==> src/rtl/alu_mdu_pkg.sv <==
// Shared ALUOp encoding and MDU FSM state constants for the execute-stage ALU/MDU.
package alu_mdu_pkg;

   typedef enum logic [4:0] {
      OP_ADD   = 5'd0,
      OP_ADDU  = 5'd1,
      OP_ADDI  = 5'd2,
      OP_SUB   = 5'd3,
      OP_SUBU  = 5'd4,
      OP_SLT   = 5'd5,
      OP_SLTU  = 5'd6,
      OP_AND   = 5'd7,
      OP_OR    = 5'd8,
      OP_ORI   = 5'd9,
      OP_XOR   = 5'd10,
      OP_NOR   = 5'd11,
      OP_SLL   = 5'd12,
      OP_SRL   = 5'd13,
      OP_SRA   = 5'd14,
      OP_LUI   = 5'd15,
      OP_J     = 5'd16,
      OP_JR    = 5'd17,
      OP_JAL   = 5'd18,
      OP_MFHI  = 5'd19,
      OP_MFLO  = 5'd20,
      OP_MTHI  = 5'd21,
      OP_MTLO  = 5'd22,
      OP_MULT  = 5'd23,
      OP_MULTU = 5'd24,
      OP_DIV   = 5'd25,
      OP_DIVU  = 5'd26
   } alu_op_e;

   typedef enum logic [1:0] {
      MD_IDLE = 2'd0,
      MD_RUN  = 2'd1,
      MD_FIX  = 2'd2
   } md_state_e;

endpackage

==> src/rtl/alu_mdu_mdu_iter.sv <==
// Iterative multiply/divide unit with HI/LO registers: radix-2 shift-add multiply and
// restoring divide over WIDTH cycles plus a sign-fix cycle. Divider present only with ALU_MDU_DIV_EN.
module mdu_iter
   import alu_mdu_pkg::*;
#(
   parameter int WIDTH = 32,
   parameter int SHW   = $clog2(WIDTH)
) (
   input  logic             clk,
   input  logic             rst,
   input  logic             start,
   input  alu_op_e          op,
   input  logic [WIDTH-1:0] a,
   input  logic [WIDTH-1:0] b,
   output logic             busy,
   output logic             md_done,
   output logic [WIDTH-1:0] hi,
   output logic [WIDTH-1:0] lo
);

   localparam logic [SHW:0] CNT_LAST = (SHW+1)'(WIDTH - 1);

   md_state_e          state_q, state_d;
   logic [SHW:0]       cnt_q, cnt_d;
   logic               md_done_q, md_done_d;
   logic [WIDTH-1:0]   hi_q, hi_d, lo_q, lo_d;
   logic [WIDTH-1:0]   acc_hi_q, acc_hi_d, acc_lo_q, acc_lo_d, opnd_q, opnd_d;
   logic               neg_res_q, neg_res_d;
   logic               is_mul_op, is_div_op, launch, signed_op;
   logic [WIDTH:0]     mul_sum;
   logic [2*WIDTH-1:0] mul_res;
   logic [WIDTH-1:0]   step_hi, step_lo, fix_hi, fix_lo;

   function automatic logic [WIDTH-1:0] neg_w(input logic [WIDTH-1:0] v, input logic n);
      return n ? (~v + 1'b1) : v;
   endfunction

   function automatic logic [2*WIDTH-1:0] neg_2w(input logic [2*WIDTH-1:0] v, input logic n);
      return n ? (~v + 1'b1) : v;
   endfunction

   assign is_mul_op = (op == OP_MULT) || (op == OP_MULTU);
   assign signed_op = (op == OP_MULT) || (op == OP_DIV);
   assign launch    = start && (state_q == MD_IDLE) && (is_mul_op || is_div_op);

   // Multiplier: {acc_hi, acc_lo} shifts right, adding the multiplicand when the LSB is set
   assign mul_sum = {1'b0, acc_hi_q} + (acc_lo_q[0] ? {1'b0, opnd_q} : '0);
   assign mul_res = neg_2w({acc_hi_q, acc_lo_q}, neg_res_q);

`ifdef ALU_MDU_DIV_EN
   logic           is_div_q, is_div_d, neg_rem_q, neg_rem_d, dz_q, dz_d;
   logic [WIDTH:0] rem_sh, rem_sub;

   assign is_div_op = (op == OP_DIV) || (op == OP_DIVU);

   always_comb begin
      is_div_d  = launch ? is_div_op : is_div_q;
      neg_rem_d = launch ? (signed_op & a[WIDTH-1]) : neg_rem_q;
      dz_d      = launch ? (b == '0) : dz_q;
      rem_sh    = {acc_hi_q, acc_lo_q[WIDTH-1]};
      rem_sub   = rem_sh - {1'b0, opnd_q};
      if (is_div_q) begin
         // Restoring step: keep the shifted remainder when the trial subtract goes negative
         step_hi = rem_sub[WIDTH] ? rem_sh[WIDTH-1:0] : rem_sub[WIDTH-1:0];
         step_lo = {acc_lo_q[WIDTH-2:0], ~rem_sub[WIDTH]};
         fix_hi  = neg_w(acc_hi_q, neg_rem_q);
         fix_lo  = dz_q ? '1 : neg_w(acc_lo_q, neg_res_q);
      end else begin
         step_hi = mul_sum[WIDTH:1];
         step_lo = {mul_sum[0], acc_lo_q[WIDTH-1:1]};
         fix_hi  = mul_res[2*WIDTH-1:WIDTH];
         fix_lo  = mul_res[WIDTH-1:0];
      end
   end

   always_ff @(posedge clk) begin
      is_div_q  <= is_div_d;
      neg_rem_q <= neg_rem_d;
      dz_q      <= dz_d;
   end
`else
   assign is_div_op = 1'b0;

   always_comb begin
      step_hi = mul_sum[WIDTH:1];
      step_lo = {mul_sum[0], acc_lo_q[WIDTH-1:1]};
      fix_hi  = mul_res[2*WIDTH-1:WIDTH];
      fix_lo  = mul_res[WIDTH-1:0];
   end
`endif

   always_ff @(posedge clk or posedge rst) begin
      if (rst) state_q <= MD_IDLE;
      else     state_q <= state_d;
   end

   always_comb begin
      state_d = state_q;
      case (state_q)
         MD_IDLE: if (launch) state_d = MD_RUN;
         MD_RUN:  if (cnt_q == CNT_LAST) state_d = MD_FIX;
         MD_FIX:  state_d = MD_IDLE;
         default: state_d = MD_IDLE;
      endcase
   end

   always_comb begin
      busy = (state_q != MD_IDLE);
   end

   always_comb begin
      cnt_d     = cnt_q;
      md_done_d = 1'b0;
      hi_d      = hi_q;
      lo_d      = lo_q;
      acc_hi_d  = acc_hi_q;
      acc_lo_d  = acc_lo_q;
      opnd_d    = opnd_q;
      neg_res_d = neg_res_q;
      case (state_q)
         MD_IDLE: begin
            if (launch) begin
               // Iterate on magnitudes; the sign is restored in the fix cycle
               cnt_d     = '0;
               acc_hi_d  = '0;
               acc_lo_d  = neg_w(a, signed_op & a[WIDTH-1]);
               opnd_d    = neg_w(b, signed_op & b[WIDTH-1]);
               neg_res_d = signed_op & (a[WIDTH-1] ^ b[WIDTH-1]);
            end else if (start && (op == OP_MTHI)) begin
               hi_d = a;
            end else if (start && (op == OP_MTLO)) begin
               lo_d = a;
            end
         end
         MD_RUN: begin
            cnt_d    = cnt_q + 1'b1;
            acc_hi_d = step_hi;
            acc_lo_d = step_lo;
         end
         MD_FIX: begin
            hi_d      = fix_hi;
            lo_d      = fix_lo;
            md_done_d = 1'b1;
         end
         default: ;
      endcase
   end

   always_ff @(posedge clk or posedge rst) begin
      if (rst) begin
         cnt_q     <= '0;
         md_done_q <= 1'b0;
         hi_q      <= '0;
         lo_q      <= '0;
      end else begin
         cnt_q     <= cnt_d;
         md_done_q <= md_done_d;
         hi_q      <= hi_d;
         lo_q      <= lo_d;
      end
   end

   always_ff @(posedge clk) begin
      acc_hi_q  <= acc_hi_d;
      acc_lo_q  <= acc_lo_d;
      opnd_q    <= opnd_d;
      neg_res_q <= neg_res_d;
   end

   assign md_done = md_done_q;
   assign hi      = hi_q;
   assign lo      = lo_q;

endmodule

==> src/rtl/alu_mdu.sv <==
// Execute-stage ALU: zero-latency combinational ops plus the iterative MDU (mdu_iter).
// Build with ALU_MDU_DIV_EN defined to include DIV/DIVU support.
module alu_mdu
   import alu_mdu_pkg::*;
#(
   parameter int WIDTH = 32,
   parameter int SHW   = $clog2(WIDTH)
) (
   input  logic             clk,
   input  logic             rst,
   input  logic [WIDTH-1:0] A,
   input  logic [WIDTH-1:0] B,
   input  logic [4:0]       ALUOp,
   input  logic             start,
   output logic [WIDTH-1:0] C,
   output logic             Zero,
   output logic             Overflow,
   output logic             busy,
   output logic             md_done,
   output logic [WIDTH-1:0] hi,
   output logic [WIDTH-1:0] lo
);

   alu_op_e                 op;
   logic signed [WIDTH-1:0] a_s, b_s;
   logic [WIDTH-1:0]        sum, diff, alu_c;
   logic [SHW-1:0]          sh;
   logic                    ovf;

   assign op   = alu_op_e'(ALUOp);
   assign a_s  = A;
   assign b_s  = B;
   assign sum  = A + B;
   assign diff = A - B;
   assign sh   = A[SHW-1:0];

   mdu_iter #(.WIDTH(WIDTH), .SHW(SHW)) u_mdu (
      .clk     (clk),
      .rst     (rst),
      .start   (start),
      .op      (op),
      .a       (A),
      .b       (B),
      .busy    (busy),
      .md_done (md_done),
      .hi      (hi),
      .lo      (lo)
   );

   always_comb begin
      alu_c = A;
      ovf   = 1'b0;
      case (op)
         OP_ADDU, OP_ADDI: alu_c = sum;
         OP_ADD: begin
            alu_c = sum;
            ovf   = (A[WIDTH-1] == B[WIDTH-1]) && (sum[WIDTH-1] != A[WIDTH-1]);
         end
         OP_SUBU: alu_c = diff;
         OP_SUB: begin
            alu_c = diff;
            ovf   = (A[WIDTH-1] != B[WIDTH-1]) && (diff[WIDTH-1] != A[WIDTH-1]);
         end
         OP_SLT:        alu_c = {{(WIDTH-1){1'b0}}, a_s < b_s};
         OP_SLTU:       alu_c = {{(WIDTH-1){1'b0}}, A < B};
         OP_AND:        alu_c = A & B;
         OP_OR, OP_ORI: alu_c = A | B;
         OP_XOR:        alu_c = A ^ B;
         OP_NOR:        alu_c = ~(A | B);
         OP_SLL:        alu_c = B << sh;
         OP_SRL:        alu_c = B >> sh;
         OP_SRA:        alu_c = b_s >>> sh;
         OP_LUI:        alu_c = B;
         OP_MFHI:       alu_c = hi;
         OP_MFLO:       alu_c = lo;
         default:       alu_c = A;
      endcase
   end

   assign C        = alu_c;
   assign Zero     = (A == B);
   assign Overflow = ovf;

endmodule
==> config.mk <==
export PLATFORM = sky130hd
export DESIGN_NAME = alu_mdu
export DESIGN_NICKNAME = d
export VERILOG_FILES = /design/src/rtl/alu_mdu_pkg.sv /design/src/rtl/alu_mdu_mdu_iter.sv /design/src/rtl/alu_mdu.sv
export SDC_FILE = /design/constraint.sdc
export NUM_CORES = 1
export LEC_CHECK = 0
export CORE_UTILIZATION = 30
export DETAILED_ROUTE_END_ITERATION = 7
export GPL_ROUTABILITY_DRIVEN = 0
export SETUP_SLACK_MARGIN = 0.2
export SLEW_MARGIN = 40
export SYNTH_ARGS = -nofsm -noshare
export SYNTH_HDL_FRONTEND = slang
export SYNTH_SLANG_ARGS = --single-unit
export TNS_END_PERCENT = 1
==> constraint.sdc <==
create_clock -name clk -period 10.8 [get_ports clk]
set_input_delay 2.7 -clock clk [delete_from_list [all_inputs] [get_ports clk]]
set_output_delay 2.7 -clock clk [all_outputs]
set_load 0.01 [all_outputs]
==> results of run 1 <==
==> sequential cells by signal (all words and copies together) (netlist names) <==
register	cells
u_mdu.neg_res_q	1
u_mdu.lo	32
u_mdu.cnt_q	6
u_mdu.opnd_q	32
u_mdu.state_q	2
u_mdu.acc_hi_q	32
u_mdu.md_done	1
u_mdu.acc_lo_q	32
u_mdu.hi	32
==> per-layer routing <==
| layer | part of all wire, % | wire length [um] |
|---|---|---|
| met1 | 41 | 39140 |
| met2 | 40 | 37850 |
| met3 | 14 | 13400 |
| met4 | 4.7 | 4501 |
| met5 | 0.065 | 62 |
==> stage by stage <==
step / power, W / hold WS [ps] / instances / setup WS (ps) / util [%]
floorplan: 0.001764 / 442.0 / 2663 / 1551 / -
global placement: 0.002462 / 475.2 / 3590 / 644.0 / 34.37
detailed placement: 0.002466 / 473.6 / 3590 / 574.3 / 34.42
CTS: 0.003093 / 481.2 / 3622 / 558.0 / 35.27
global route: 0.003259 / 492.7 / 3623 / 202.7 / 35.32
finish: 0.003131 / 477.9 / 3624 / 369.8 / 35.32
==> cells by family (layout without fill, tap and decap cells) <==
family          Yosys count  count (layout)  synth area share, %
simple gates            923             923                20.89
compound gates          870             870                27.94
buf+inv                 320             406                6.033
flops                   170             170                23.27
xor+xnor                144             144                6.193
fa+ha+maj               142             142                8.835
mux                      94              94                6.844
other cells               0               2                    0
==> cells in the mapped netlist (26+ instances only) <==
cell type,n
clkbuf_1,165
dfrtp_1,73
edfxtp_1,97
o21ai_0,221
o31ai_1,56
a221oi_1,37
mux4_2,35
inv_1,116
ha_1,139
nor3_1,60
a21oi_1,212
a31oi_1,37
and2_1,41
nand2b_1,26
xor2_1,36
nand2_1,261
xnor2_1,108
nand3_1,58
mux2i_1,47
nor2_1,327
==> path summary, 6_finish.rpt <==
kind,to,slack (ps),cells after the start
min in group asynchronous,u_mdu.cnt_q[5]$_DFFE_PP0P_,2580,2
hold / removal,u_mdu.cnt_q[5]$_DFFE_PP0P_,480,1
max in group asynchronous,u_mdu.hi[2]$_DFFE_PP0P_,7090,3
setup reg to reg,u_mdu.acc_hi_q[29]$_SDFFCE_PN0P_,6130,15
setup / recovery,C[26],370,12
hold reg to reg,u_mdu.cnt_q[5]$_DFFE_PP0P_,480,1
==> worst register-to-register path, cell delays in order (launching register included) <==
cell       delay, ps
edfxtp_1         640
buf_4            350
and2_1           170
ha_1             180
inv_1             70
fa_1             380
nor2b_1          180
o21a_1           170
o21ai_0          140
a2111oi_1        640
o211ai_1         280
a21oi_1          430
o21ai_0          260
o211ai_1         320
xnor2_1          160
nor2_1            50
==> power groups by stage <==
stage	registers (W)	logic (W)	clock network [W]
final	0.00115	0.00136	0.000624
after global routing	0.00115	0.00145	0.000653
after CTS	0.00114	0.00133	0.000629
after detailed placement	0.00115	0.00132	0
after floorplan	0.00103	0.000729	0
after global placement	0.00115	0.00131	0
==> final cells by class <==
| cell class | count | area, um^2 |
|---|---|---|
| inverter | 121 | 455.4 |
| clock buffer | 19 | 454.2 |
| clock inverter | 13 | 118.9 |
| tap | 873 | 1092 |
| sequential | 170 | 4740 |
| fill | 7040 | 43440 |
| multi-input combinational | 2173 | 14520 |
| timing repair buffer | 253 | 2340 |
| antenna | 2 | 5.005 |
==> placed cells by master, fill, tap and decap left out, types with 24 or more instances in the layout <==
cell type / netlist / routed
a22oi_1: 24 / 24
a21oi_1: 212 / 212
buf_4: 0 / 80
a211oi_1: 24 / 24
nor3_1: 60 / 57
mux2i_1: 47 / 47
nand2_1: 261 / 261
a222oi_1: 24 / 24
nand4_1: 24 / 24
clkdlybuf4s50_1: 0 / 166
and2_1: 41 / 41
nand3_1: 58 / 58
edfxtp_1: 97 / 97
xnor2_1: 108 / 108
a21o_1: 24 / 24
ha_1: 139 / 139
xor2_1: 36 / 36
dfrtp_1: 73 / 73
inv_1: 116 / 114
nor2_1: 327 / 323
a221oi_1: 37 / 37
o31ai_1: 56 / 56
o21bai_1: 24 / 24
o21ai_0: 221 / 220
a31oi_1: 37 / 37
mux4_2: 35 / 35
nand2b_1: 26 / 25
==> impl_metrics.toml, run 1 <==
[status]
status = "finished with violations"
violations = "design-rule violations"

[power]
combPwrFrac_pct = 43.5
intPower_w = 0.001760
netSwitchingFraction_pct = 43.80
p_leak_nw = 9.089
power.switching_w = 0.001372
power_density_mw_per_mm2 = 132.0
p_clk_share_pct = 19.9
worst_ir_drop_vdd_v = 0.0001256
seqPwrFrac_pct = 36.6

[setup_path]
critical_path_class = "in -> out"
required_ps = 8100
cp_common_cell = "clkdlybuf4s50_1"
worstSetupStartpointType = "primary input"
critPathTopFamily = "compound AO/OA/AOI/OAI gates"
max_stage_delay_ps = 700
path_cells = "clkdlybuf4s50_1, inv_1, ha_1, nor3_1, a31oi_1, o41ai_1, a21oi_1, o21ai_0, and3_1, mux2i_1, a41oi_1, clkdlybuf4s50_1"
critical_path.max_fanout = 10
slowest_stage = "o41ai_1"
critPathBufInv = 3
r2r-start = "u_mdu.acc_lo_q[0]$_DFFE_PP_"
cp-end-kind = "output port"
startpoint = "A[8]"
arrival_ps = 7730

[placement]
place_area_mm2 = 0.02311
io_buffers = 171
hpwl_um = 73840

[drt]
ant_nets = 0
remaining_drc_errors = 18
drt-vias-per-instance = 6.300
firstDrtPassIters = 8
drt-wirelength-per-cell_um = 26.20
drtIter0Drc = 3855
via_count = 22830
wirelength_um = 94960

[job]
drv_cap = 0

[final_layout]
area_growth_pct = 16.48
fin_nets = 2950
layout-drive-gt1-share_pct = 7.894
postLayoutCellArea_mm2 = 0.02372

[global_route]
grt_max_degree = 74
grt-busiest-layer = "met1"
grt-ovfl-total = 0
grt.met2_usage_pct = 36.51
grt_pass1_wl_um = 137500
gr-usage-all-layers_pct = 26.51
gr-usage-met1_pct = 38.34
grt_pass1_vias = 20070
antenna_found_initial = 8
use_met3_pct = 7.131

[logic_synthesis]
synth_top_area_share_pct = 14.30
syn-cell-area_mm2 = 0.02037
synthFlopType = "edfxtp_1"
synth-edff-count = 97
yosysWarnings = 0
syn_inst = 2663
synth-seq-area-share_pct = 23.27
syn_nets = 2877
async_flop_share_pct = 42.94
ys_types = 86
yosys.area.top_type = "edfxtp_1"
avgSynthCellArea_um2 = 7.648
synthTopCellsByArea = "edfxtp_1 14%, dfrtp_1 9.0%, ha_1 8.5%, nor2_1 6.0%, o21ai_0 5.4%"
ys_ff_latch = 170

[clock_network]
htree_levels = 4
cts_buffer_depth = 2
clock_sinks = 170
clk_latency_ps = 460
ctsResizeCount = 0
clk_pin_slew_ps = 80
ctsHoldBuffers = 0
post_cts_buffers = 0
cts_tree = "done"
cts-buffers-inserted = 17
cts-root-buf = "clkbuf_16"

[worst_hold_path]
hp-class = "reg -> reg"
holdCritStartpoint = "u_mdu.cnt_q[5]$_DFFE_PP0P_"

[floorplanning]
io_pins = 172
die-width_um = 262.6
dieArea_mm2 = 0.06893
die_h_um = 262.6
rows = 95
coreArea_mm2 = 0.06716
start_util_pct = 30.33

[timing]
period_share_pct = 96.58
max_freq_mhz = 95.88
period_minus_slack_ps = 10430
setup_violations = 0
finalClockSkew_ps = 15.64
rsz0062_at_grt = "no"
hold_viol = 0
tns_ps = 0
max-slew-margin-rel_pct = 38.19
finalMaxSlewViolations = 0
tightest_slew_ps = 920.1
No activity file was read; power rests on OpenSTA's default activity.
==> run 2: changes to the inputs <==
--- a/config.mk
+++ b/config.mk
@@ -8,6 +8,7 @@
 export CORE_UTILIZATION = 30
 export DETAILED_ROUTE_END_ITERATION = 7
 export GPL_ROUTABILITY_DRIVEN = 0
+export GPL_TIMING_DRIVEN = 0
 export SETUP_SLACK_MARGIN = 0.2
 export SLEW_MARGIN = 40
 export SYNTH_ARGS = -nofsm -noshare
==> run 2 against run 1 <==
The run ends with design-rule violations, negative setup slack left. Critical path depth down 1. Maximum frequency shrank 3.6%. Clock-buffer cell count increased by 3. Clock skew is essentially flat. Total power up 3.4%. Worst hold slack better by 8.2 ps. Design area rose by 1.6%. Largest power group unchanged.
==> impl_metrics.toml, run 2 (same netlist as run 1, synthesis figures left out) <==
[clock_network]
clk_pin_slew_ps = 70
clock_sinks = 170
clk_latency_ps = 460
cts-buffers-inserted = 17
cts-root-buf = "clkbuf_16"
htree_levels = 4
cts_buffer_depth = 2
cts_tree = "done"

[drt]
via_count = 24660
drtIter0Drc = 4675
drt-wirelength-per-cell_um = 29.51
firstDrtPassIters = 8
wirelength_um = 110700
drt-vias-per-instance = 6.573
remaining_drc_errors = 1
ant_nets = 0

[global_route]
grt_pass1_wl_um = 156700
grt_pass1_vias = 22450
grt-ovfl-total = 0
grt_max_degree = 47
antenna_found_initial = 7
gr-usage-all-layers_pct = 30.89

[placement]
hpwl_um = 88170
io_buffers = 171

[timing]
hold_viol = 0
tns_ps = -22.78
finalClockSkew_ps = 15.49
period_minus_slack_ps = 10820
max-slew-margin-rel_pct = 31.22
fin_ws_ps = -22.78
period_share_pct = 100.2
tightest_slew_ps = 1032
finalMaxSlewViolations = 0
setup_violations = 1
max_freq_mhz = 92.40
rsz0062_at_grt = "yes"

[floorplanning]
die_h_um = 262.6
dieArea_mm2 = 0.06893
start_util_pct = 30.33
rows = 95
coreArea_mm2 = 0.06716
io_pins = 172
die-width_um = 262.6

[power]
intPower_w = 0.001794
total_power_w = 0.003236
combPwrFrac_pct = 44.5
seqPwrFrac_pct = 35.7
p_leak_nw = 9.109
worst_ir_drop_vdd_v = 0.0001379
power_density_mw_per_mm2 = 134.3
p_clk_share_pct = 19.8
power.switching_w = 0.001442
netSwitchingFraction_pct = 44.57

[final_layout]
fillers = 7083
fin_nets = 3074
layout-drive-gt1-share_pct = 6.404
final_common_cell = "nor2_1"
post-route-util_pct = 35.89
layout_common_cells = "324 x nor2_1, 261 x nand2_1, 217 x o21ai_0"
area_growth_pct = 18.35

[setup_path]
worstSetupStartpointType = "primary input"
worst-r2r-setup-slack_ps = 5830
critical_path.max_fanout = 10
required_ps = 8100
startpoint = "ALUOp[2]"
critical_path_class = "in -> out"
r2r_end = "u_mdu.acc_hi_q[29]$_SDFFCE_PN0P_"
reg2regPathDepth = 16
cp-end-kind = "output port"
critPathCapture = "C[4]"
arrival_ps = 8120
r2r-start = "u_mdu.acc_lo_q[0]$_DFFE_PP_"

[worst_hold_path]
hp-class = "reg -> reg"

[status]
violations = "design-rule violations, negative setup slack"
status = "finished with violations"

[job]
drv_cap = 0
run 2: cell types whose count changed in the layout (fill, tap and decap cells not counted), moves of 4 or more:
cell and delta:
buf_4 -75, buf_1 +18, diode_2 +4, buf_2 +13, clkbuf_2 +20, clkbuf_1 +142
inv_8 -5
run 2: area by class of cell:
cell class,count,area [um^2],area share (%)
timing repair buffer,181,1797,7.455
tap,873,1092,4.532
buffer,196,817.0,3.390
clock inverter,10,71.32,0.2959
inverter,121,471.7,1.957
antenna,6,15.01,0.06230
multi-input combinational,2173,14570,60.45
clock buffer,22,528.0,2.191
sequential,170,4740,19.66
run 2: layer usage:
metal / vias to the layer above / share of wire (%) / global-route usage, %
li1: 10270 / - / -
met1: 11530 / 39 / 40.92
met3: 529 / 17 / 13.71
met2: 2321 / 37 / 40.05
met5: - / 0.16 / 1.247
met4: 12 / 7.6 / 19.25
run 2: critical path, stage by stage:
cell and delay [ps]:
clkdlybuf4s50_1 520, clkbuf_1 330, clkbuf_1 750, or2_2 230, clkbuf_1 540, clkbuf_1 750
clkbuf_1 760, o21ai_0 230, a211oi_1 480, o211ai_1 250, clkdlybuf4s50_1 540
run 2: power by group through the flow:
stage	clock network, W	logic (W)	registers, W
2_1_floorplan	0	0.000729	0.00103
3_3_place_gp	0	0.00135	0.00115
3_5_place_dp	0	0.00136	0.00114
4_1_cts	0.000643	0.00138	0.00113
5_1_grt	0.000669	0.00152	0.00116
6_report	0.000641	0.00144	0.00116
run 2: repair_timing:
action / in CTS / in global routing
endpoints found under the setup margin: 29 / 20
gates resized for setup: 26 / 35
pin swaps: 1 / 3
hold buffers: 0 / 0
setup buffers: 1 / 1
endpoints found under the hold margin: 0 / 0
run 2: worst min path at each step:
stage	slack (ps)	endpoint	cells after the start	startpoint
global route	530	u_mdu.cnt_q[2]$_DFFE_PP0P_	1	u_mdu.cnt_q[2]$_DFFE_PP0P_
CTS	490	u_mdu.cnt_q[5]$_DFFE_PP0P_	1	u_mdu.cnt_q[5]$_DFFE_PP0P_
global placement	470	u_mdu.cnt_q[5]$_DFFE_PP0P_	1	u_mdu.cnt_q[5]$_DFFE_PP0P_
floorplan	440	u_mdu.cnt_q[5]$_DFFE_PP0P_	1	u_mdu.cnt_q[5]$_DFFE_PP0P_
finish	490	u_mdu.cnt_q[5]$_DFFE_PP0P_	1	u_mdu.cnt_q[5]$_DFFE_PP0P_
detailed placement	470	u_mdu.cnt_q[5]$_DFFE_PP0P_	1	u_mdu.cnt_q[5]$_DFFE_PP0P_
run 2: through the flow:
stage | instance area [um^2] | hold WS, ps | setup slack [ps] | instances
2_1_floorplan | 20370 | 442.0 | 1551 | 2663
3_3_place_gp | 23170 | 473.5 | -1976 | 3707
3_5_place_dp | 23310 | 474.2 | -1597 | 3715
4_1_cts | 23990 | 485.1 | 148.0 | 3745
5_1_grt | 24090 | 532.7 | 103.6 | 3747
6_report | 24100 | 486.1 | -22.78 | 3752
